$ cat src/rtl/branch_resolve_ctrl_if.sv
// Shared types and the decode/fetch-facing bundle of the branch resolution
// controller. The package holds the branch condition encoding used by decode.

package rv32_pkg;
  // Branch condition codes. Codes 6 and 7 are reserved and never resolve taken.
  typedef enum logic [2:0] {
    COMP_EQ   = 3'd0,
    COMP_NE   = 3'd1,
    COMP_LT   = 3'd2,
    COMP_GE   = 3'd3,
    COMP_LTU  = 3'd4,
    COMP_GEU  = 3'd5,
    COMP_RSV6 = 3'd6,
    COMP_RSV7 = 3'd7
  } rv32_compop;
endpackage

// Descriptor, flag, redirect and status signals between the pipeline
// (master side) and the branch resolution controller (slave side).
interface branch_resolve_ctrl_if #(
  parameter int XLEN  = 32,
  parameter int CNT_W = 16
);
  import rv32_pkg::*;

  // descriptor from decode
  logic             i_req_valid;
  logic             o_req_ready;
  rv32_compop       i_req_compop;
  logic             i_req_uncond;
  logic             i_req_pred_taken;
  logic [XLEN-1:0]  i_req_target;
  logic [XLEN-1:0]  i_req_pc_next;

  // ALU flag word {V,C,Z,N}
  logic             i_flags_valid;
  logic [3:0]       i_flags;

  // redirect to fetch
  logic             o_redirect_valid;
  logic             i_redirect_ready;
  logic [XLEN-1:0]  o_redirect_pc;

  // pipeline control and status
  logic             o_flush;
  logic             o_resolved;
  logic             o_taken;
  logic [CNT_W-1:0] o_mispredict_cnt;

  modport master (
    output i_req_valid, i_req_compop, i_req_uncond, i_req_pred_taken,
           i_req_target, i_req_pc_next, i_flags_valid, i_flags,
           i_redirect_ready,
    input  o_req_ready, o_redirect_valid, o_redirect_pc, o_flush,
           o_resolved, o_taken, o_mispredict_cnt
  );

  modport slave (
    input  i_req_valid, i_req_compop, i_req_uncond, i_req_pred_taken,
           i_req_target, i_req_pc_next, i_flags_valid, i_flags,
           i_redirect_ready,
    output o_req_ready, o_redirect_valid, o_redirect_pc, o_flush,
           o_resolved, o_taken, o_mispredict_cnt
  );
endinterface

$ cat src/rtl/branch_resolve_ctrl.sv
// Branch/jump resolution sequencer for the execute stage. Takes one
// descriptor at a time, evaluates its condition against the ALU flags,
// redirects fetch on a misprediction, then holds a flush for a fixed number
// of cycles. Also maintains a saturating mispredict counter.

// Evaluates a branch condition from the ALU flag word {V,C,Z,N}.
// Carry follows the "set means no borrow" convention, so C=1 means a >= b unsigned.
module comparison_unit
  import rv32_pkg::*;
(
  input  rv32_compop compop,
  input  logic [3:0] flags,
  output logic       taken
);
  logic flag_v;
  logic flag_c;
  logic flag_z;
  logic flag_n;

  assign flag_v = flags[3];
  assign flag_c = flags[2];
  assign flag_z = flags[1];
  assign flag_n = flags[0];

  // Condition decode; reserved codes fall through to not-taken.
  always_comb begin
    taken = 1'b0;
    case (compop)
      COMP_EQ:  taken = flag_z;
      COMP_NE:  taken = ~flag_z;
      COMP_LT:  taken = flag_n ^ flag_v;
      COMP_GE:  taken = ~(flag_n ^ flag_v);
      COMP_LTU: taken = ~flag_c;
      COMP_GEU: taken = flag_c;
      default:  taken = 1'b0;
    endcase
  end
endmodule

module branch_resolve_ctrl
  import rv32_pkg::*;
#(
  parameter int XLEN         = 32,
  parameter int FLUSH_CYCLES = 2,
  parameter int CNT_W        = 16
) (
  input  logic                  i_clk,
  input  logic                  i_rst_n,
  branch_resolve_ctrl_if.slave  bus
);

  // Flush down-counter only needs to hold FLUSH_CYCLES-1; keep at least one bit
  // so FLUSH_CYCLES of 0..2 still produce a legal vector.
  localparam int FCW = (FLUSH_CYCLES > 2) ? $clog2(FLUSH_CYCLES) : 1;
  localparam logic [FCW-1:0] FLUSH_LOAD = FCW'((FLUSH_CYCLES > 0) ? FLUSH_CYCLES - 1 : 0);

  typedef enum logic [1:0] {
    S_IDLE       = 2'd0,
    S_WAIT_FLAGS = 2'd1,
    S_REDIRECT   = 2'd2,
    S_FLUSH      = 2'd3
  } state_t;

  state_t           state_reg,       state_next;
  rv32_compop       compop_reg,      compop_next;
  logic             uncond_reg,      uncond_next;
  logic             pred_taken_reg,  pred_taken_next;
  logic [XLEN-1:0]  target_reg,      target_next;
  logic [XLEN-1:0]  pc_next_reg,     pc_next_next;
  logic [XLEN-1:0]  redirect_pc_reg, redirect_pc_next;
  logic [FCW-1:0]   flush_cnt_reg,   flush_cnt_next;
  logic             resolved_reg,    resolved_next;
  logic             taken_reg,       taken_next;
  logic [CNT_W-1:0] cnt_reg,         cnt_next;

  // Resolution event of the current cycle, shared by both resolve paths.
  logic             resolve;
  logic             res_taken;
  logic             res_pred;
  logic [XLEN-1:0]  res_target;
  logic [XLEN-1:0]  res_pc_next;

  logic             cmp_taken;

  comparison_unit u_cmp (
    .compop (compop_reg),
    .flags  (bus.i_flags),
    .taken  (cmp_taken)
  );

  // State register and all datapath registers; reset drops any in-flight work.
  always_ff @(posedge i_clk or negedge i_rst_n) begin
    if (!i_rst_n) begin
      state_reg       <= S_IDLE;
      compop_reg      <= COMP_EQ;
      uncond_reg      <= 1'b0;
      pred_taken_reg  <= 1'b0;
      target_reg      <= '0;
      pc_next_reg     <= '0;
      redirect_pc_reg <= '0;
      flush_cnt_reg   <= '0;
      resolved_reg    <= 1'b0;
      taken_reg       <= 1'b0;
      cnt_reg         <= '0;
    end else begin
      state_reg       <= state_next;
      compop_reg      <= compop_next;
      uncond_reg      <= uncond_next;
      pred_taken_reg  <= pred_taken_next;
      target_reg      <= target_next;
      pc_next_reg     <= pc_next_next;
      redirect_pc_reg <= redirect_pc_next;
      flush_cnt_reg   <= flush_cnt_next;
      resolved_reg    <= resolved_next;
      taken_reg       <= taken_next;
      cnt_reg         <= cnt_next;
    end
  end

  // Next-state logic: accept, resolve, redirect handshake and flush countdown.
  always_comb begin
    state_next       = state_reg;
    compop_next      = compop_reg;
    uncond_next      = uncond_reg;
    pred_taken_next  = pred_taken_reg;
    target_next      = target_reg;
    pc_next_next     = pc_next_reg;
    redirect_pc_next = redirect_pc_reg;
    flush_cnt_next   = flush_cnt_reg;
    resolved_next    = 1'b0;
    taken_next       = 1'b0;
    cnt_next         = cnt_reg;

    resolve     = 1'b0;
    res_taken   = 1'b0;
    res_pred    = 1'b0;
    res_target  = target_reg;
    res_pc_next = pc_next_reg;

    case (state_reg)
      S_IDLE: begin
        if (bus.i_req_valid) begin
          compop_next     = bus.i_req_compop;
          uncond_next     = bus.i_req_uncond;
          pred_taken_next = bus.i_req_pred_taken;
          target_next     = bus.i_req_target;
          pc_next_next    = bus.i_req_pc_next;
          if (bus.i_req_uncond) begin
            // Jumps need no flags: resolve taken in the accept cycle straight
            // from the incoming descriptor.
            resolve     = 1'b1;
            res_taken   = 1'b1;
            res_pred    = bus.i_req_pred_taken;
            res_target  = bus.i_req_target;
            res_pc_next = bus.i_req_pc_next;
            state_next  = bus.i_req_pred_taken ? S_IDLE : S_REDIRECT;
          end else begin
            state_next = S_WAIT_FLAGS;
          end
        end
      end

      S_WAIT_FLAGS: begin
        if (bus.i_flags_valid) begin
          resolve    = 1'b1;
          res_taken  = uncond_reg | cmp_taken;
          res_pred   = pred_taken_reg;
          state_next = (res_taken == pred_taken_reg) ? S_IDLE : S_REDIRECT;
        end
      end

      S_REDIRECT: begin
        if (bus.i_redirect_ready) begin
          if (FLUSH_CYCLES > 0) begin
            flush_cnt_next = FLUSH_LOAD;
            state_next     = S_FLUSH;
          end else begin
            state_next = S_IDLE;
          end
        end
      end

      S_FLUSH: begin
        if (flush_cnt_reg == '0) begin
          state_next = S_IDLE;
        end else begin
          flush_cnt_next = flush_cnt_reg - 1'b1;
        end
      end

      default: state_next = S_IDLE;
    endcase

    // Resolution side effects: status pulse, redirect target, mispredict count.
    if (resolve) begin
      resolved_next    = 1'b1;
      taken_next       = res_taken;
      redirect_pc_next = res_taken ? res_target : res_pc_next;
      if ((res_taken != res_pred) && (cnt_reg != {CNT_W{1'b1}})) begin
        cnt_next = cnt_reg + 1'b1;
      end
    end
  end

  // Handshake and flush outputs decode straight from state, so nothing
  // combinational leaks from the request inputs to o_req_ready.
  assign bus.o_req_ready      = (state_reg == S_IDLE);
  assign bus.o_redirect_valid = (state_reg == S_REDIRECT);
  assign bus.o_flush          = (state_reg == S_FLUSH);
  assign bus.o_redirect_pc    = redirect_pc_reg;
  assign bus.o_resolved       = resolved_reg;
  assign bus.o_taken          = taken_reg;
  assign bus.o_mispredict_cnt = cnt_reg;

endmodule

$ cat src/flat_wrapper.sv
// flat-port wrapper written by rule: the top's interface ports become plain ports
module branch_resolve_ctrl_flat import rv32_pkg::*;
#(
  parameter int XLEN         = 32,
  parameter int FLUSH_CYCLES = 2,
  parameter int CNT_W        = 16
)
  (i_clk, i_rst_n, bus_i_req_valid, bus_i_req_compop, bus_i_req_uncond, bus_i_req_pred_taken, bus_i_req_target, bus_i_req_pc_next, bus_i_flags_valid, bus_i_flags, bus_i_redirect_ready, bus_o_req_ready, bus_o_redirect_valid, bus_o_redirect_pc, bus_o_flush, bus_o_resolved, bus_o_taken, bus_o_mispredict_cnt);
  branch_resolve_ctrl_if #(.XLEN(XLEN), .CNT_W(CNT_W)) bus_i ();
  input  logic i_clk;
  input  logic i_rst_n;
  input wire logic [$bits(bus_i.i_req_valid)-1:0] bus_i_req_valid;
  input wire logic [$bits(bus_i.i_req_compop)-1:0] bus_i_req_compop;
  input wire logic [$bits(bus_i.i_req_uncond)-1:0] bus_i_req_uncond;
  input wire logic [$bits(bus_i.i_req_pred_taken)-1:0] bus_i_req_pred_taken;
  input wire logic [$bits(bus_i.i_req_target)-1:0] bus_i_req_target;
  input wire logic [$bits(bus_i.i_req_pc_next)-1:0] bus_i_req_pc_next;
  input wire logic [$bits(bus_i.i_flags_valid)-1:0] bus_i_flags_valid;
  input wire logic [$bits(bus_i.i_flags)-1:0] bus_i_flags;
  input wire logic [$bits(bus_i.i_redirect_ready)-1:0] bus_i_redirect_ready;
  output wire logic [$bits(bus_i.o_req_ready)-1:0] bus_o_req_ready;
  output wire logic [$bits(bus_i.o_redirect_valid)-1:0] bus_o_redirect_valid;
  output wire logic [$bits(bus_i.o_redirect_pc)-1:0] bus_o_redirect_pc;
  output wire logic [$bits(bus_i.o_flush)-1:0] bus_o_flush;
  output wire logic [$bits(bus_i.o_resolved)-1:0] bus_o_resolved;
  output wire logic [$bits(bus_i.o_taken)-1:0] bus_o_taken;
  output wire logic [$bits(bus_i.o_mispredict_cnt)-1:0] bus_o_mispredict_cnt;
  assign bus_i.i_req_valid = bus_i_req_valid;
  assign bus_i.i_req_compop = bus_i_req_compop;
  assign bus_i.i_req_uncond = bus_i_req_uncond;
  assign bus_i.i_req_pred_taken = bus_i_req_pred_taken;
  assign bus_i.i_req_target = bus_i_req_target;
  assign bus_i.i_req_pc_next = bus_i_req_pc_next;
  assign bus_i.i_flags_valid = bus_i_flags_valid;
  assign bus_i.i_flags = bus_i_flags;
  assign bus_i.i_redirect_ready = bus_i_redirect_ready;
  assign bus_o_req_ready = bus_i.o_req_ready;
  assign bus_o_redirect_valid = bus_i.o_redirect_valid;
  assign bus_o_redirect_pc = bus_i.o_redirect_pc;
  assign bus_o_flush = bus_i.o_flush;
  assign bus_o_resolved = bus_i.o_resolved;
  assign bus_o_taken = bus_i.o_taken;
  assign bus_o_mispredict_cnt = bus_i.o_mispredict_cnt;
  branch_resolve_ctrl #(.XLEN(XLEN), .FLUSH_CYCLES(FLUSH_CYCLES), .CNT_W(CNT_W)) u_core (.i_clk(i_clk), .i_rst_n(i_rst_n), .bus(bus_i));
endmodule
$ cat config.mk
export PLATFORM = sky130hd
export DESIGN_NAME = branch_resolve_ctrl_flat
export DESIGN_NICKNAME = d
export VERILOG_FILES = /design/src/rtl/branch_resolve_ctrl_if.sv /design/src/rtl/branch_resolve_ctrl.sv /design/src/flat_wrapper.sv
export SDC_FILE = /design/constraint.sdc
export NUM_CORES = 1
export LEC_CHECK = 0
export ABC_AREA = 1
export BUFFER_PORTS_ARGS = -buffer_cell sky130_fd_sc_hd__buf_2
export CAP_MARGIN = 40
export CORE_UTILIZATION = 48
export DETAILED_ROUTE_END_ITERATION = 10
export GPL_ROUTABILITY_DRIVEN = 0
export GPL_TIMING_DRIVEN = 0
export PLACE_DENSITY = 0.74
export REMOVE_ABC_BUFFERS = 1
export SLEW_MARGIN = 30
export SYNTH_ARGS = -nofsm -noshare
export SYNTH_HDL_FRONTEND = slang
export SYNTH_SLANG_ARGS = --single-unit
$ cat constraint.sdc
create_clock -name i_clk -period 2.5 [get_ports i_clk]
set_input_delay 0.25 -clock i_clk [delete_from_list [all_inputs] [get_ports i_clk]]
set_output_delay 0.25 -clock i_clk [all_outputs]
set_load 0.05 [all_outputs]
# After elaboration in Yosys (flattened, before gate mapping)
# Index checks and enable logic that the tools add are counted.
[totals]
inputBits = 78
mem_bits_ro = 0
mem_count = 0
latchBits = 0
ff_bits = 122
ramBits = 0
[op_classes]
add_sub_neg = 2
n_mul = 0
n_div = 0
n_shift = 0
n_lt_le_gt_ge = 0
reduce_logical = 8
eq_ne = 15
bitwise = 5
n_mux = 31
[ops]
columns = ["operator", "n"]
rows = [
  ["32-bit two-way mux", 7],
  ["16-bit by 1-bit adder with 16-bit output, second input constant", 1],
  ["16-bit inequality test, second input constant", 1],
  ["2-bit two-way mux", 7],
  ["1-bit two-way mux", 11],
  ["2-bit inequality test, second input constant", 4],
  ["1-bit case mux with 2 select lines", 4],
  ["2-bit case mux with 4 select lines", 1],
  ["3-bit by 2-bit equality test with 1-bit output, second input constant", 2],
  ["3-bit equality test, second input constant", 2],
  ["1-bit case mux with 6 select lines", 1],
  ["2-bit AND reduction", 3],
  ["2-bit equality test, second input constant", 2],
  ["4-bit AND reduction", 1],
  ["3-bit by 1-bit equality test with 1-bit output, second input constant", 1],
  ["3-bit zero test", 1],
  ["1-bit inverter", 3],
  ["2-bit by 1-bit equality test with 1-bit output, second input constant", 1],
  ["2-bit zero test", 1],
  ["2-bit nonzero test", 1],
  ["1-bit equality test", 1],
  ["1-bit logical AND", 1],
  ["1-bit inequality test", 1],
  ["1-bit bitwise OR", 1],
  ["2 further kinds", 2],
]

# Longest topological paths before layout
# Gate-level depths: netlist of the first run.
[depth]
depth_word = 9
mapped_depth = 12
mapped_depth_nobuf = 11

# Cells and area by module
# Synthesis of the first run repeated with hierarchy kept, for this count alone.
[unflattened]
cells_unflattened = 757
area_unflattened_um2 = 5931.9
[modules_own_cells]
columns = ["mod", "cells_per_inst", "n_inst", "area_each_um2"]
rows = [
  ["branch_resolve_ctrl", 731, 1, 5828.1],
  ["comparison_unit", 26, 1, 103.8],
]

# Least setup slack after synthesis of the first run
# No wires, ideal clock.
[synth_timing]
path_type = "reg2reg"
start = "register u_core.cnt_reg[0] (netlist: u_core.bus.o_mispredict_cnt[0])"
end = "register u_core.cnt_reg[6] (netlist: u_core.bus.o_mispredict_cnt[6])"
path_buffers = 1
stages_incl_launch_ff = 10
setup_ns = 0.120
synth_period_minus_slack_ns = 2.072
t_required_ns = 2.380
arrival_ns = 1.952
slack_ns = 0.428
path_cell_list = "dfrtp_1 ha_1 nand3_1 nor2_1 nand4_1 nand2_2 inv_4 buf_2 nand4_1 nand2_1"
[synth_via]
elab_chain_cells = 3
elab_cells_between_ends = 4
[synth_lines]
columns = ["item", "line_no", "rtl"]
rows = [
  ["from (decl)", "branch_resolve_ctrl.sv:74", "logic [CNT_W-1:0] cnt_reg, cnt_next;"],
  ["from (signal assigned)", "branch_resolve_ctrl.sv:116", "cnt_reg <= cnt_next;"],
  ["branches (longest 3 deep; another with 16-bit by 1-bit adder with 16-bit output)", "-", ""],
]
# Several ways; the timed one is not identified.
# A chain may end at the register's enable or synchronous reset.

# Worst setup path in the final report of the first run
[layout_timing]
start = "register u_core.state_reg[1]"
end = "register u_core.cnt_reg[3] (netlist: u_core.bus.o_mispredict_cnt[3])"
[layout_via]
elab_chain_cells = 5
elab_cells_between_ends = 8
[layout_lines]
columns = ["item", "line_no", "rtl"]
rows = [
  ["from (decl)", "branch_resolve_ctrl.sv:64", "state_t state_reg, state_next;"],
  ["from (signal assigned)", "branch_resolve_ctrl.sv:106", "state_reg <= state_next;"],
  ["2-bit by 1-bit equality test with 1-bit output / 2-bit zero test (equally long branches)", "branch_resolve_ctrl.sv:140", "case (state_reg)"],
  ["1-bit case mux with 2 select lines", "branch_resolve_ctrl.sv:140", ""],
  ["1-bit inequality test", "branch_resolve_ctrl.sv:199", "if ((res_taken != res_pred) && (cnt_reg != {CNT_W{1'b1}})) begin"],
  ["1-bit logical AND", "branch_resolve_ctrl.sv:199", ""],
  ["2-bit AND reduction (no line) (*)", "-", ""],
]
# Mark *: on every way between the ends. The rest lies on a longest branch, timed or not.

==> impl_table.tex, run 1 <==
\begin{tabular}{lr}
\hline
Metric & Value \\
\hline
\multicolumn{2}{l}{\textbf{Status}} \\
Status & complete, no violations \\
\multicolumn{2}{l}{\textbf{Pwr}} \\
Sw Ratio & 46.1\% \\
Total power density per cell area & 1340 nW/µm² \\
Power Internal & 5450 µW \\
Worst IR drop on VDD & 0.891 mV \\
Power share of the combinational group & between 40 and 50\% \\
Sw Pwr & 4660 µW \\
Leakage power total & 0.00397 µW \\
Clock share of power & roughly 22\% \\
Fraction of power consumed by sequential logic & approximately 32\% \\
\multicolumn{2}{l}{\textbf{Timing}} \\
Max frequency & between 400 and 500 MHz \\
Slew at the pin closest to its max-slew limit & 0.567 ns \\
Number of max-slew violations in the final report & 0 \\
Fin Clk Skew & 0.00790 ns \\
Number of hold violations in the final report & 0 \\
Worst path setup slack after routing & 0.225 ns \\
Crit share post-route & 91.0\% \\
Count of endpoints failing setup in the final report & 0 \\
Relative slew slack & 62.1\% \\
Min cycle time layout & approximately 2.3 ns \\
Setup repair after global routing missed its margin & no \\
\multicolumn{2}{l}{\textbf{Final layout}} \\
Storage element area & 3050 µm² \\
Number of antenna repair diodes & 0 \\
Final standard cell count with taps included and fillers excluded & 1,100 \\
Fin nets & 999 \\
Final Instance Area & 7520 µm² \\
Combined area of the multi-input logic cells & around 2600 µm² \\
Share of layout cells above drive strength 1 & 20.9\% \\
Area growth from synthesis to final layout & 22.7\% \\
Filler Cells Inserted & 1,142 \\
\multicolumn{2}{l}{\textbf{Synthesis}} \\
Ys flop type & sky130\_fd\_sc\_hd\_\_dfrtp\_1 \\
Number of synthesized flops with an enable pin & 0 \\
Async S/R FF share, synth & 100\% \\
Number of distinct library cells after synthesis & 35 \\
Synth warnings & 0 \\
Count of state elements after synthesis & 122 \\
Count of mapped cells out of synthesis & 797 \\
Cell Area, Synth & between 6000 and 7000 µm² \\
Register area share after synthesis & 49.8\% \\
Syn Area/Cell & 7.69 µm² \\
\multicolumn{2}{l}{\textbf{Floorplan}} \\
Die W & 115 µm \\
Die Footprint & $\sim$13,000 µm² \\
Number of core rows & 40 \\
Total I/O pin count & 131 \\
Standard cell core area & 12,200 µm² \\
Initial standard-cell utilization of the core & around half \\
Die outline height & 115 µm \\
\multicolumn{2}{l}{\textbf{Flow run}} \\
Total of max-cap violations & 0 \\
\multicolumn{2}{l}{\textbf{GRT}} \\
Global-route usage over all layers & 24.5\% \\
Number of antenna violations at the first check in global routing & 0 \\
Vias in the first global route & between 5,000 and 6,000 \\
Overflow left after global routing & 0 \\
Pin count of the biggest net entering global routing & 75 \\
First-pass GRT wire length & 25.1 mm \\
\multicolumn{2}{l}{\textbf{Clock network}} \\
Clock latency of the later-clocked register in the worst-skew pair & 0.41 ns \\
Number of sinks driven by the clock tree & 122 \\
Number of buffers created by CTS & 17 \\
Deepest clock path buffer count & 2 \\
Master cell of the clock root buffer & sky130\_fd\_sc\_hd\_\_clkbuf\_16 \\
Maximum level of the CTS H-tree & 4 \\
Worst-path clk slew & 0.06 ns \\
CTS tree & done \\
\multicolumn{2}{l}{\textbf{Min path}} \\
Worst Hold Path Cells & 3 \\
End point of the worst hold path & u\_core.pc\_next\_reg[6]\$\_DFFE\_PN0P\_ \\
Class of the most critical hold timing path & in2reg \\
Min-Delay Startpoint & bus\_i\_req\_pc\_next[6] \\
\multicolumn{2}{l}{\textbf{Worst setup path}} \\
CP Data Required Time & 2.79 ns \\
Element type at the critical path end & register \\
Critical Path AT & 2.57 ns \\
Worst reg-to-reg path cell count & 10 \\
CP max stage cell & sky130\_fd\_sc\_hd\_\_dfrtp\_1 \\
Critical path fanouts, max & 28 \\
Category of the most critical setup path & reg2reg \\
Worst R2R End & u\_core.bus.o\_mispredict\_cnt[3]\$\_DFFE\_PN0P\_ \\
Beginning of the worst register-to-register path & u\_core.state\_reg[1]\$\_DFFE\_PN0P\_ \\
Crit start category & register \\
Worst-case register-to-register setup slack & about 0.22 ns \\
Cell chain of the critical path & nor2\_4 > nand2\_8 > nor2\_8 > inv\_6 > nand2\_8 > nand2\_2 > inv\_4 > nand3\_4 > nand2\_1 > nand2\_1 \\
Peak per-stage delay on the critical path & approximately 0.47 ns \\
\multicolumn{2}{l}{\textbf{Place}} \\
Setup WS pre-CTS & -0.650 ns \\
Buffers on Ports & 130 \\
DP Cell Count & 1,060 \\
Final HPWL from detailed placement & approximately 9.2 mm \\
Placement Cell Area & approximately 6900 µm² \\
\multicolumn{2}{l}{\textbf{Drt}} \\
Antenna Nets Post-Route & 0 \\
DRT Wirelength & 15.5 mm \\
Remaining routing DRC violations & 0 \\
Via Count & around 5,500 \\
Number of detailed-routing iterations run before antenna repair & 5 \\
DR iter-0 viols & 443 \\
Mean routed wirelength per cell & 14.1 µm \\
Drt via density & 5.01 \\
\hline
\end{tabular}
## stage by stage
step,setup TNS (ns),power [µW],hold slack (ns),utilization (%)
finish,0,10100,0.0374,61.6
floorplan,-9.84,6540,-0.0456,-
global route,0,10800,0.0367,61.6
detailed placement,-24.19,7710,0.175,56.2
global placement,-113.02,7580,0.447,55.7
CTS,0,10100,0.0222,61.3
## Yosys cell counts (2+ instances only)
| cell | count | area [µm²] |
|---|---|---|
| sky130_fd_sc_hd__a21oi_1 | 7 | 35.0 |
| sky130_fd_sc_hd__buf_2 | 15 | 75.1 |
| sky130_fd_sc_hd__buf_4 | 7 | 52.6 |
| sky130_fd_sc_hd__clkbuf_1 | 14 | 52.6 |
| sky130_fd_sc_hd__dfrtp_1 | 122 | 3050 |
| sky130_fd_sc_hd__inv_1 | 96 | 360 |
| sky130_fd_sc_hd__inv_2 | 3 | 11.3 |
| sky130_fd_sc_hd__nand2_1 | 275 | 1030 |
| sky130_fd_sc_hd__nand2_2 | 2 | 12.5 |
| sky130_fd_sc_hd__nand2_4 | 3 | 33.8 |
| sky130_fd_sc_hd__nand3_1 | 48 | 240 |
| sky130_fd_sc_hd__nand3_4 | 2 | 35.0 |
| sky130_fd_sc_hd__nand3b_1 | 2 | 15.0 |
| sky130_fd_sc_hd__nand4_1 | 23 | 144 |
| sky130_fd_sc_hd__nor2_1 | 51 | 191 |
| sky130_fd_sc_hd__nor2_4 | 2 | 22.5 |
| sky130_fd_sc_hd__nor3_1 | 4 | 20.0 |
| sky130_fd_sc_hd__o21ai_0 | 78 | 390 |
| sky130_fd_sc_hd__o21ai_1 | 2 | 10.0 |
| sky130_fd_sc_hd__o22ai_1 | 13 | 81.3 |
| sky130_fd_sc_hd__or2_0 | 3 | 18.8 |
| sky130_fd_sc_hd__or2_2 | 4 | 25.0 |
| sky130_fd_sc_hd__xnor2_1 | 3 | 26.3 |
| sky130_fd_sc_hd__xor2_1 | 7 | 61.3 |
## cell usage in the layout, fill, tap and decap left out, types with 7 or more instances in the layout
| master | count |
|---|---|
| sky130_fd_sc_hd__a21oi_1 | 7 |
| sky130_fd_sc_hd__buf_2 | 129 |
| sky130_fd_sc_hd__clkbuf_16 | 17 |
| sky130_fd_sc_hd__clkinvlp_4 | 7 |
| sky130_fd_sc_hd__dfrtp_1 | 122 |
| sky130_fd_sc_hd__inv_1 | 94 |
| sky130_fd_sc_hd__nand2_1 | 275 |
| sky130_fd_sc_hd__nand3_1 | 48 |
| sky130_fd_sc_hd__nand4_1 | 23 |
| sky130_fd_sc_hd__nor2_1 | 51 |
| sky130_fd_sc_hd__o21ai_0 | 78 |
| sky130_fd_sc_hd__o22ai_1 | 13 |
| sky130_fd_sc_hd__xor2_1 | 7 |
## area by class of cell
class	count	area share, %
clock buffer	20	5.94
clock inverter	11	1.33
inverter	101	5.22
multi-input combinational	542	34.2
sequential	122	40.6
tap	168	2.79
timing repair buffer	135	9.84
timing repair inverter	1	0.0998
## power by group through the flow
stage | Clock [µW] | Sequential [µW] | Combinational, µW
6_report | 2260 | 3280 | 4570
3_5_place_dp | 0 | 3300 | 4410
5_1_grt | 2360 | 3380 | 5080
2_1_floorplan | 0 | 4230 | 2310
4_1_cts | 2290 | 3270 | 4560
3_3_place_gp | 0 | 3270 | 4320
## repair_timing
item / in CTS / in global routing
buffers inserted: 1 / 0
resized for setup: 3 / 1
hold buffers: 1 / 0
hold endpoints to repair: 48 / 0
setup endpoints to repair: 49 / 16
pin swaps: 3 / 1
cloned: 5 / 1
## cells by family (layout without fill, tap and decap cells)
group	count (synthesis)	count (layout)	share of synthesized area (%)
AO/OA/AOI/OAI	102	102	8.69
XOR/XNOR	10	10	1.43
adder cells (fa/ha/maj)	1	1	0.204
buffers and inverters	138	268	9.43
flip-flops	122	122	49.8
AND/OR/NAND/NOR	424	429	30.5
## worst max-delay path, delay by kind of cell, from the launching register on
kind / cells / cell delay, ns
buffers and inverters: 2 / 0.29
flip-flops: 1 / 0.47
AND/OR/NAND/NOR: 8 / 1.37
## metal layers
metal / wire [µm] / global-route usage (%)
met5: 0 / 0
met4: 95 / 5.37
met3: 808 / 5.75
met2: 7370 / 40.8
met1: 7260 / 32.8
## how the worst max path moves through the flow
stage / from / to / cells after the start
after floorplan: u_core.state_reg[1]$_DFFE_PN0P_ / u_core.bus.o_redirect_pc[17]$_DFFE_PN0P_ / 9
after global placement: u_core.state_reg[1]$_DFFE_PN0P_ / u_core.bus.o_redirect_pc[25]$_DFFE_PN0P_ / 9
after detailed placement: u_core.state_reg[1]$_DFFE_PN0P_ / u_core.bus.o_redirect_pc[17]$_DFFE_PN0P_ / 9
after CTS: u_core.state_reg[1]$_DFFE_PN0P_ / u_core.bus.o_mispredict_cnt[3]$_DFFE_PN0P_ / 9
after global routing: u_core.state_reg[1]$_DFFE_PN0P_ / u_core.bus.o_mispredict_cnt[15]$_DFFE_PN0P_ / 10
final: u_core.state_reg[1]$_DFFE_PN0P_ / u_core.bus.o_mispredict_cnt[3]$_DFFE_PN0P_ / 10
Note: power is estimated with default switching activity, not from simulation.
==> run 2, diff against run 1 <==
MAX_ROUTING_LAYER = met4   (was default)
==> run 2 against run 1 <==
Against the previous run:
- wire length did not move
- largest power group unchanged
- critical path type unchanged
- maximum frequency shrank 0.10%
- largest cell class unchanged
- highest routed layer unchanged
- clock power is essentially flat
- final cell count is the same
- via count shrank 0.29%
- register-to-register slack hardly changed
==> impl_table.tex, run 2 (synthesis results as in run 1) <==
\begin{tabular}{lr}
\hline
Metric & Value \\
\hline
\multicolumn{2}{l}{\textbf{Floorplan}} \\
Initial standard-cell utilization of the core & 50.2\% (unchanged) \\
Total I/O pin count & 131 (unchanged) \\
Number of core rows & 40 (unchanged) \\
Die Footprint & 13,200 µm² (unchanged) \\
Die W & 115 µm (unchanged) \\
Standard cell core area & 12,200 µm² (unchanged) \\
Die outline height & 115 µm (unchanged) \\
\multicolumn{2}{l}{\textbf{Min path}} \\
Class of the most critical hold timing path & in2reg \\
\multicolumn{2}{l}{\textbf{Place}} \\
DP Cell Count & 1,060 (unchanged) \\
Buffers on Ports & 130 (unchanged) \\
Final HPWL from detailed placement & 9.18 mm (unchanged) \\
Setup WS pre-CTS & -0.650 ns (unchanged) \\
\multicolumn{2}{l}{\textbf{Worst setup path}} \\
Crit start category & register \\
CP Data Required Time & 2.79 ns (about the same) \\
Category of the most critical setup path & reg2reg \\
Critical path fanouts, max & 28 (unchanged) \\
Element type at the critical path end & register \\
Critical Path AT & 2.57 ns (about the same) \\
\multicolumn{2}{l}{\textbf{Pwr}} \\
Power share of the combinational group & 45.3\% (about the same) \\
Power Internal & 5450 µW (about the same) \\
Sw Pwr & 4650 µW (about the same) \\
Sw Ratio & 46.0\% (about the same) \\
Total power density per cell area & 1340 nW/µm² (about the same) \\
Worst IR drop on VDD & 0.894 mV (+0.27\%) \\
Leakage power total & 0.00397 µW (unchanged) \\
Clock share of power & 22.3\% (about the same) \\
Fraction of power consumed by sequential logic & 32.4\% (about the same) \\
\multicolumn{2}{l}{\textbf{Timing}} \\
Final TNS setup & 0 ns (unchanged) \\
Min cycle time layout & 2.28 ns (+0.00232 ns) \\
Number of hold violations in the final report & 0 (unchanged) \\
Worst path setup slack after routing & 0.223 ns (-0.00232 ns) \\
Count of endpoints failing setup in the final report & 0 (unchanged) \\
Fin Clk Skew & 0.00719 ns (-0.000715 ns) \\
Crit share post-route & 91.1\% (+0.093 points) \\
Number of max-slew violations in the final report & 0 (unchanged) \\
Max frequency & 439 MHz (-0.10\%) \\
Slew at the pin closest to its max-slew limit & 0.574 ns (+0.00675 ns) \\
Setup repair after global routing missed its margin & no \\
Relative slew slack & 61.6\% (-0.45 points) \\
\multicolumn{2}{l}{\textbf{GRT}} \\
Overflow left after global routing & 0 (unchanged) \\
Global-route usage over all layers & 25.3\% (+0.71 points) \\
First-pass GRT wire length & 25.1 mm (-0.16\%) \\
Pin count of the biggest net entering global routing & 75 (unchanged) \\
Vias in the first global route & 5,089 (-0.22\%) \\
Number of antenna violations at the first check in global routing & 0 (unchanged) \\
\multicolumn{2}{l}{\textbf{Final layout}} \\
Filler Cells Inserted & 1,142 (unchanged) \\
Final standard cell count with taps included and fillers excluded & 1,100 (unchanged) \\
Combined area of the multi-input logic cells & 2570 µm² (unchanged) \\
Storage element area & 3050 µm² (unchanged) \\
Area growth from synthesis to final layout & 22.7\% (unchanged) \\
Commonest cells after routing, fill and taps aside & sky130\_fd\_sc\_hd\_\_nand2\_1, sky130\_fd\_sc\_hd\_\_buf\_2, sky130\_fd\_sc\_hd\_\_dfrtp\_1, sky130\_fd\_sc\_hd\_\_inv\_1, sky130\_fd\_sc\_hd\_\_o21ai\_0 \\
Share of layout cells above drive strength 1 & 20.9\% (unchanged) \\
Number of antenna repair diodes & 0 (unchanged) \\
Leading cell type in the layout, fill and taps excluded & sky130\_fd\_sc\_hd\_\_nand2\_1 \\
Fin nets & 999 (unchanged) \\
\multicolumn{2}{l}{\textbf{Status}} \\
Status & complete, no violations \\
\multicolumn{2}{l}{\textbf{Drt}} \\
Antenna Nets Post-Route & 0 (unchanged) \\
Number of detailed-routing iterations run before antenna repair & 6 (+1) \\
Mean routed wirelength per cell & 14.1 µm (unchanged) \\
Drt via density & 4.99 (-0.29\%) \\
DRT Wirelength & 15.5 mm (unchanged) \\
Via Count & 5,494 (-0.29\%) \\
DR iter-0 viols & 484 (+9.3\%) \\
Remaining routing DRC violations & 0 (unchanged) \\
\multicolumn{2}{l}{\textbf{Clock network}} \\
CTS tree & done \\
Clock latency of the later-clocked register in the worst-skew pair & 0.41 ns (about the same) \\
Worst-path clk slew & 0.05 ns (about the same) \\
Maximum level of the CTS H-tree & 4 (unchanged) \\
Deepest clock path buffer count & 2 (unchanged) \\
Number of sinks driven by the clock tree & 122 (unchanged) \\
Master cell of the clock root buffer & sky130\_fd\_sc\_hd\_\_clkbuf\_16 \\
Number of buffers created by CTS & 17 (unchanged) \\
\multicolumn{2}{l}{\textbf{Flow run}} \\
Total of max-cap violations & 0 (unchanged) \\
\hline
\end{tabular}
-- run 2: cell counts in the layout (fill, tap and decap cells not counted) --
Identical to the previous run, type by type.
-- run 2: what timing repair did --
action,4_1_cts,5_1_grt
endpoints found under the setup margin,49,16
hold buffers,1,0
gates resized for setup,3,1
gates cloned,5,1
pin swaps,3,1
hold endpoints to repair,48,0
setup buffers,1,0
-- run 2: stage by stage --
stage / total power [µW] / util [%] / hold WS [ns] / area [µm²]
after floorplan: 6540 / - / -0.0456 / 5940
after CTS: 10100 / 61.3 / 0.0222 / 7490
after global placement: 7580 / 55.7 / 0.447 / 6800
after detailed placement: 7710 / 56.2 / 0.175 / 6860
after global routing: 10800 / 61.6 / 0.0382 / 7520
final: 10100 / 61.6 / 0.0384 / 7520
-- run 2: path summary, 6_finish.rpt --
kind | cells after the start | slack, ns | from | to
min in group asynchronous | 2 | 0.33 | i_rst_n | u_core.bus.o_resolved$_DFF_PN0_
max | 10 | 0.22 | u_core.state_reg[1]$_DFFE_PN0P_ | u_core.bus.o_mispredict_cnt[3]$_DFFE_PN0P_
max in group asynchronous | 3 | 1.48 | i_rst_n | u_core.bus.o_redirect_pc[10]$_DFFE_PN0P_
min reg2reg | 2 | 0.47 | u_core.bus.o_redirect_pc[21]$_DFFE_PN0P_ | u_core.bus.o_redirect_pc[21]$_DFFE_PN0P_
min | 3 | 0.04 | bus_i_req_pc_next[6] | u_core.pc_next_reg[6]$_DFFE_PN0P_
max reg2reg | 10 | 0.22 | u_core.state_reg[1]$_DFFE_PN0P_ | u_core.bus.o_mispredict_cnt[3]$_DFFE_PN0P_
-- run 2: worst max-delay path, cell delays in order (launching register included) --
cell and delay (ns):
sky130_fd_sc_hd__dfrtp_1 0.47, sky130_fd_sc_hd__nor2_4 0.28, sky130_fd_sc_hd__nand2_8 0.19, sky130_fd_sc_hd__nor2_8 0.18, sky130_fd_sc_hd__inv_6 0.12, sky130_fd_sc_hd__nand2_8 0.23, sky130_fd_sc_hd__nand2_2 0.10, sky130_fd_sc_hd__inv_4 0.17
sky130_fd_sc_hd__nand3_4 0.21, sky130_fd_sc_hd__nand2_1 0.12, sky130_fd_sc_hd__nand2_1 0.06
-- run 2: area by class of cell --
class / count / share of cell area (%)
Clock buffer: 20 / 5.94
Clock inverter: 11 / 1.33
Inverter: 101 / 5.22
Multi-Input combinational cell: 542 / 34.2
Sequential cell: 122 / 40.6
Tap cell: 168 / 2.79
Timing Repair Buffer: 135 / 9.84
Timing Repair inverter: 1 / 0.0998
-- run 2: metal layers --
| metal | part of all wire, % | track usage, % | up-vias | routed length [µm] |
|---|---|---|---|---|
| met5 | 0 | - | - | 0 |
| met4 | 0.73 | 5.37 | 0 | 114 |
| met3 | 5.2 | 5.54 | 10 | 815 |
| met2 | 47 | 40.8 | 164 | 7340 |
| met1 | 47 | 32.8 | 2554 | 7270 |
| li1 | - | - | 2766 | - |
-- run 2: power by group through the flow --
stage | registers (µW) | logic [µW] | clock network, µW
global placement | 3270 | 4320 | 0
finish | 3280 | 4570 | 2250
global route | 3380 | 5070 | 2360
CTS | 3270 | 4560 | 2290
detailed placement | 3300 | 4410 | 0
floorplan | 4230 | 2310 | 0
==> run 3, diff against run 2 <==
SETUP_SLACK_MARGIN = 0.4   (was default)
SYNTH_HIERARCHICAL = 1   (was default)
==> run 3 against run 2 <==
Against the previous run:
- critical path type unchanged
- clock-buffer cell count up 5
- clock power grew 2%
- area after synthesis decreased by 3.3%
==> impl_table.tex, run 3 <==
\begin{tabular}{lr}
\hline
Metric & Value \\
\hline
\multicolumn{2}{l}{\textbf{Timing}} \\
Worst path setup slack after routing & 0.506 ns (+0.284 ns) \\
Crit share post-route & 79.8\% (-11 points) \\
Relative slew slack & 65.1\% (+3.5 points) \\
Max frequency & 502 MHz (+14\%) \\
Count of endpoints failing setup in the final report & 0 (unchanged) \\
Setup repair after global routing missed its margin & yes \\
Worst hold slack & 0.0271 ns (-0.0113 ns) \\
Min cycle time layout & 1.99 ns (-0.284 ns) \\
Slew at the pin closest to its max-slew limit & 0.522 ns (-0.0523 ns) \\
Number of max-slew violations in the final report & 0 (unchanged) \\
Number of hold violations in the final report & 0 (unchanged) \\
Fin Clk Skew & 0.00558 ns (-0.00161 ns) \\
\multicolumn{2}{l}{\textbf{Place}} \\
Setup WS pre-CTS & -0.228 ns (+0.422 ns) \\
Buffers on Ports & 130 (unchanged) \\
Final HPWL from detailed placement & 8.90 mm (-3.0\%) \\
\multicolumn{2}{l}{\textbf{Pwr}} \\
Clock share of power & 23.7\% (+1.4 points) \\
Sw Ratio & 43.6\% (-2.5 points) \\
Worst IR drop on VDD & 0.688 mV (-23\%) \\
Leakage power total & 0.00382 µW (-3.9\%) \\
Power Internal & 5490 µW (+0.68\%) \\
Power share of the combinational group & 42.6\% (-2.7 points) \\
Fraction of power consumed by sequential logic & 33.7\% (+1.3 points) \\
Sw Pwr & 4240 µW (-8.9\%) \\
Total power density per cell area & 1320 nW/µm² (-1.9\%) \\
\multicolumn{2}{l}{\textbf{Synthesis}} \\
Ys flop type & sky130\_fd\_sc\_hd\_\_dfrtp\_1 \\
Post-synthesis mux area share & 0\% (unchanged) \\
Most frequently used cell type in the post-synthesis netlist & sky130\_fd\_sc\_hd\_\_nand2\_1 \\
Synth warnings & 6 (+6) \\
Leading post-synthesis cells by cell area & sky130\_fd\_sc\_hd\_\_dfrtp\_1, sky130\_fd\_sc\_hd\_\_nand2\_1, sky130\_fd\_sc\_hd\_\_o21ai\_0 \\
Count of mapped cells out of synthesis & 757 (-5.0\%) \\
Count of state elements after synthesis & 122 (unchanged) \\
Adder and majority gate portion of the synthesized area & 0.211\% (+0.0069 points) \\
Async S/R FF share, synth & 100\% (unchanged) \\
Register area share after synthesis & 51.5\% (+1.7 points) \\
Cell Area, Synth & 5930 µm² (-3.3\%) \\
Area share of xor/xnor cells in the synthesized design & 1.48\% (+0.048 points) \\
Area share of the largest cell type after synthesis & 51.5\% (+1.7 points) \\
Leading post-synthesis cells by instance count & sky130\_fd\_sc\_hd\_\_nand2\_1, sky130\_fd\_sc\_hd\_\_dfrtp\_1, sky130\_fd\_sc\_hd\_\_o21ai\_0 \\
Number of distinct library cells after synthesis & 30 (-14\%) \\
Synthesized-area fraction occupied by ao, oa, aoi and oai cells & 12.0\% (+3.3 points) \\
Most area-hungry cell type in the Yosys netlist & sky130\_fd\_sc\_hd\_\_dfrtp\_1 \\
Number of synthesized flops with an enable pin & 0 (unchanged) \\
Main combinational cell family by area after synthesis & simple AND/OR/NAND/NOR gates \\
Simple-gate area share of the yosys netlist & 26.9\% (-3.5 points) \\
Syn Area/Cell & 7.84 µm² (+1.8\%) \\
\multicolumn{2}{l}{\textbf{Worst setup path}} \\
CP Data Required Time & 2.85 ns (+0.06 ns) \\
Critical path fanouts, max & 36 (+29\%) \\
Crit start category & register \\
Beginning of the worst register-to-register path & u\_core/state\_reg[0]\$\_DFFE\_PN0P\_ \\
Worst-case register-to-register setup slack & 0.51 ns (+0.28 ns) \\
CP max stage cell & sky130\_fd\_sc\_hd\_\_dfrtp\_1 \\
Worst R2R End & u\_core/bus.o\_redirect\_pc[6]\$\_DFFE\_PN0P\_ \\
Cell chain of the critical path & nor2\_4 > nand2\_4 > nand2\_8 > inv\_1 > nand2\_1 > inv\_1 > nand2\_1 > nand3\_1 \\
Critical Path AT & 2.34 ns (-0.23 ns) \\
Category of the most critical setup path & reg2reg \\
Worst reg-to-reg path cell count & 8 (-2) \\
Element type at the critical path end & register \\
Peak per-stage delay on the critical path & 0.50 ns (+0.03 ns) \\
\multicolumn{2}{l}{\textbf{Drt}} \\
DR iter-0 viols & 421 (-13\%) \\
Drt via density & 5.04 (+0.90\%) \\
DRT Wirelength & 14.0 mm (-10\%) \\
Number of detailed-routing iterations run before antenna repair & 5 (-1) \\
Remaining routing DRC violations & 0 (unchanged) \\
Via Count & 5,251 (-4.4\%) \\
Mean routed wirelength per cell & 13.4 µm (-5.0\%) \\
Antenna Nets Post-Route & 0 (unchanged) \\
\multicolumn{2}{l}{\textbf{Floorplan}} \\
Die Footprint & 12,800 µm² (-3.2\%) \\
Initial standard-cell utilization of the core & 49.4\% (-0.83 points) \\
Total I/O pin count & 131 (unchanged) \\
Die outline height & 113 µm (-1.6\%) \\
Standard cell core area & 12,000 µm² (-1.6\%) \\
Die W & 113 µm (-1.6\%) \\
Number of core rows & 40 (unchanged) \\
\multicolumn{2}{l}{\textbf{Flow run}} \\
Total of max-cap violations & 0 (unchanged) \\
\multicolumn{2}{l}{\textbf{GRT}} \\
Number of antenna violations at the first check in global routing & 1 (+1) \\
Overflow left after global routing & 0 (unchanged) \\
Pin count of the biggest net entering global routing & 96 (+28\%) \\
Vias in the first global route & 4,810 (-5.5\%) \\
Global-route usage over all layers & 23.5\% (-1.8 points) \\
First-pass GRT wire length & 22.8 mm (-9.2\%) \\
\multicolumn{2}{l}{\textbf{Min path}} \\
Class of the most critical hold timing path & in2reg \\
Min-Delay Startpoint & bus\_i\_req\_pc\_next[25] \\
End point of the worst hold path & u\_core/pc\_next\_reg[25]\$\_DFFE\_PN0P\_ \\
Worst Hold Path Cells & 3 (unchanged) \\
\multicolumn{2}{l}{\textbf{Clock network}} \\
Maximum level of the CTS H-tree & 4 (unchanged) \\
Number of sinks driven by the clock tree & 122 (unchanged) \\
Clock latency of the later-clocked register in the worst-skew pair & 0.41 ns (about the same) \\
Number of buffers created by CTS & 17 (unchanged) \\
CTS tree & done \\
Deepest clock path buffer count & 2 (unchanged) \\
Worst-path clk slew & 0.05 ns (about the same) \\
Master cell of the clock root buffer & sky130\_fd\_sc\_hd\_\_clkbuf\_16 \\
\multicolumn{2}{l}{\textbf{Final layout}} \\
Commonest cells after routing, fill and taps aside & sky130\_fd\_sc\_hd\_\_nand2\_1, sky130\_fd\_sc\_hd\_\_buf\_2, sky130\_fd\_sc\_hd\_\_dfrtp\_1, sky130\_fd\_sc\_hd\_\_o21ai\_0, sky130\_fd\_sc\_hd\_\_inv\_1 \\
Filler Cells Inserted & 1,109 (-2.9\%) \\
Share of layout cells above drive strength 1 & 22.4\% (+1.4 points) \\
Area growth from synthesis to final layout & 24.4\% \\
Fin nets & 960 (-3.9\%) \\
Leading cell type in the layout, fill and taps excluded & sky130\_fd\_sc\_hd\_\_nand2\_1 \\
\multicolumn{2}{l}{\textbf{Status}} \\
Status & complete, no violations \\
\hline
\end{tabular}
[run 3: repair_timing]
action	CTS	global route
setup buffers	0	2
gates resized for setup	6	9
hold buffers	1	0
gates cloned	0	1
endpoints found under the hold margin	50	0
endpoints found under the setup margin	90	47
pin swaps	0	5
[run 3: kinds of logic (layout without fill, tap and decap cells)]
group / after synthesis / count (layout)
AND/OR/NAND/NOR: 378 / 379
AO/OA/AOI/OAI: 136 / 136
flip-flops: 122 / 122
buffers and inverters: 110 / 246
XOR/XNOR: 10 / 10
adder cells (fa/ha/maj): 1 / 1
other: 0 / 1
[run 3: area by class of cell]
type / count / area, µm² / share of cell area [%]
diodes: 1 / 2.50 / 0.0339
clock buffers: 25 / 495 / 6.71
clock inverters: 7 / 65.1 / 0.882
inverters: 78 / 318 / 4.31
multi-input cells: 526 / 2470 / 33.5
flip-flops and latches: 122 / 3050 / 41.4
well taps: 147 / 184 / 2.49
repair buffers: 136 / 793 / 10.7
[run 3: metal layers]
layer  up-vias  part of all wire, %  track usage [%]
met2       161                   48             36.9
li1       2637                    -                -
met3        19                  6.2             6.05
met5         -                    0                -
met4         0                  2.0             9.74
met1      2434                   44             28.9
[run 3: worst max-delay path, delay by kind of cell (launching register included)]
kind                   cells  cell delay, ns
flip-flops                 1            0.50
buffers and inverters      2            0.42
AND/OR/NAND/NOR            6            0.99
[run 3: power groups by stage]
stage               Sequential [µW]  Combinational [µW]  Clock (µW)
global placement               3270                3830           0
finish                         3280                4150        2300
detailed placement             3290                3960           0
CTS                            3270                4020        2350
floorplan                      4220                1940           0
global route                   3370                4560        2440
[run 3: worst max path at each step]
| stage | from | to | slack (ns) |
|---|---|---|---|
| 6_report | u_core/state_reg[0]$_DFFE_PN0P_ | u_core/bus.o_redirect_pc[6]$_DFFE_PN0P_ | 0.51 |
| 5_1_grt | u_core/state_reg[0]$_DFFE_PN0P_ | u_core/bus.o_redirect_pc[3]$_DFFE_PN0P_ | 0.33 |
| 4_1_cts | u_core/compop_reg[2]$_DFFE_PN0P_ | u_core/bus.o_mispredict_cnt[1]$_DFFE_PN0P_ | 0.37 |
| 3_5_place_dp | bus_i_req_valid | u_core/bus.o_redirect_pc[1]$_DFFE_PN0P_ | -0.23 |
| 3_3_place_gp | u_core/state_reg[1]$_DFFE_PN0P_ | u_core/bus.o_redirect_pc[9]$_DFFE_PN0P_ | -0.90 |
| 2_1_floorplan | u_core/state_reg[1]$_DFFE_PN0P_ | u_core/bus.o_redirect_pc[18]$_DFFE_PN0P_ | 0.14 |
[run 3: per-stage QoR]
| step | power, µW | instance area, µm² | utilization [%] | std cells | TNS (ns) |
|---|---|---|---|---|---|
| global placement | 7090 | 6590 | 54.9 | 1002 | -87.21 |
| CTS | 9640 | 7280 | 60.6 | 1038 | 0 |
| global route | 10400 | 7380 | 61.4 | 1042 | 0 |
| finish | 9720 | 7380 | 61.4 | 1042 | 0 |
| detailed placement | 7250 | 6690 | 55.7 | 1005 | -5.73 |
| floorplan | 6150 | 5760 | - | 725 | 0 |
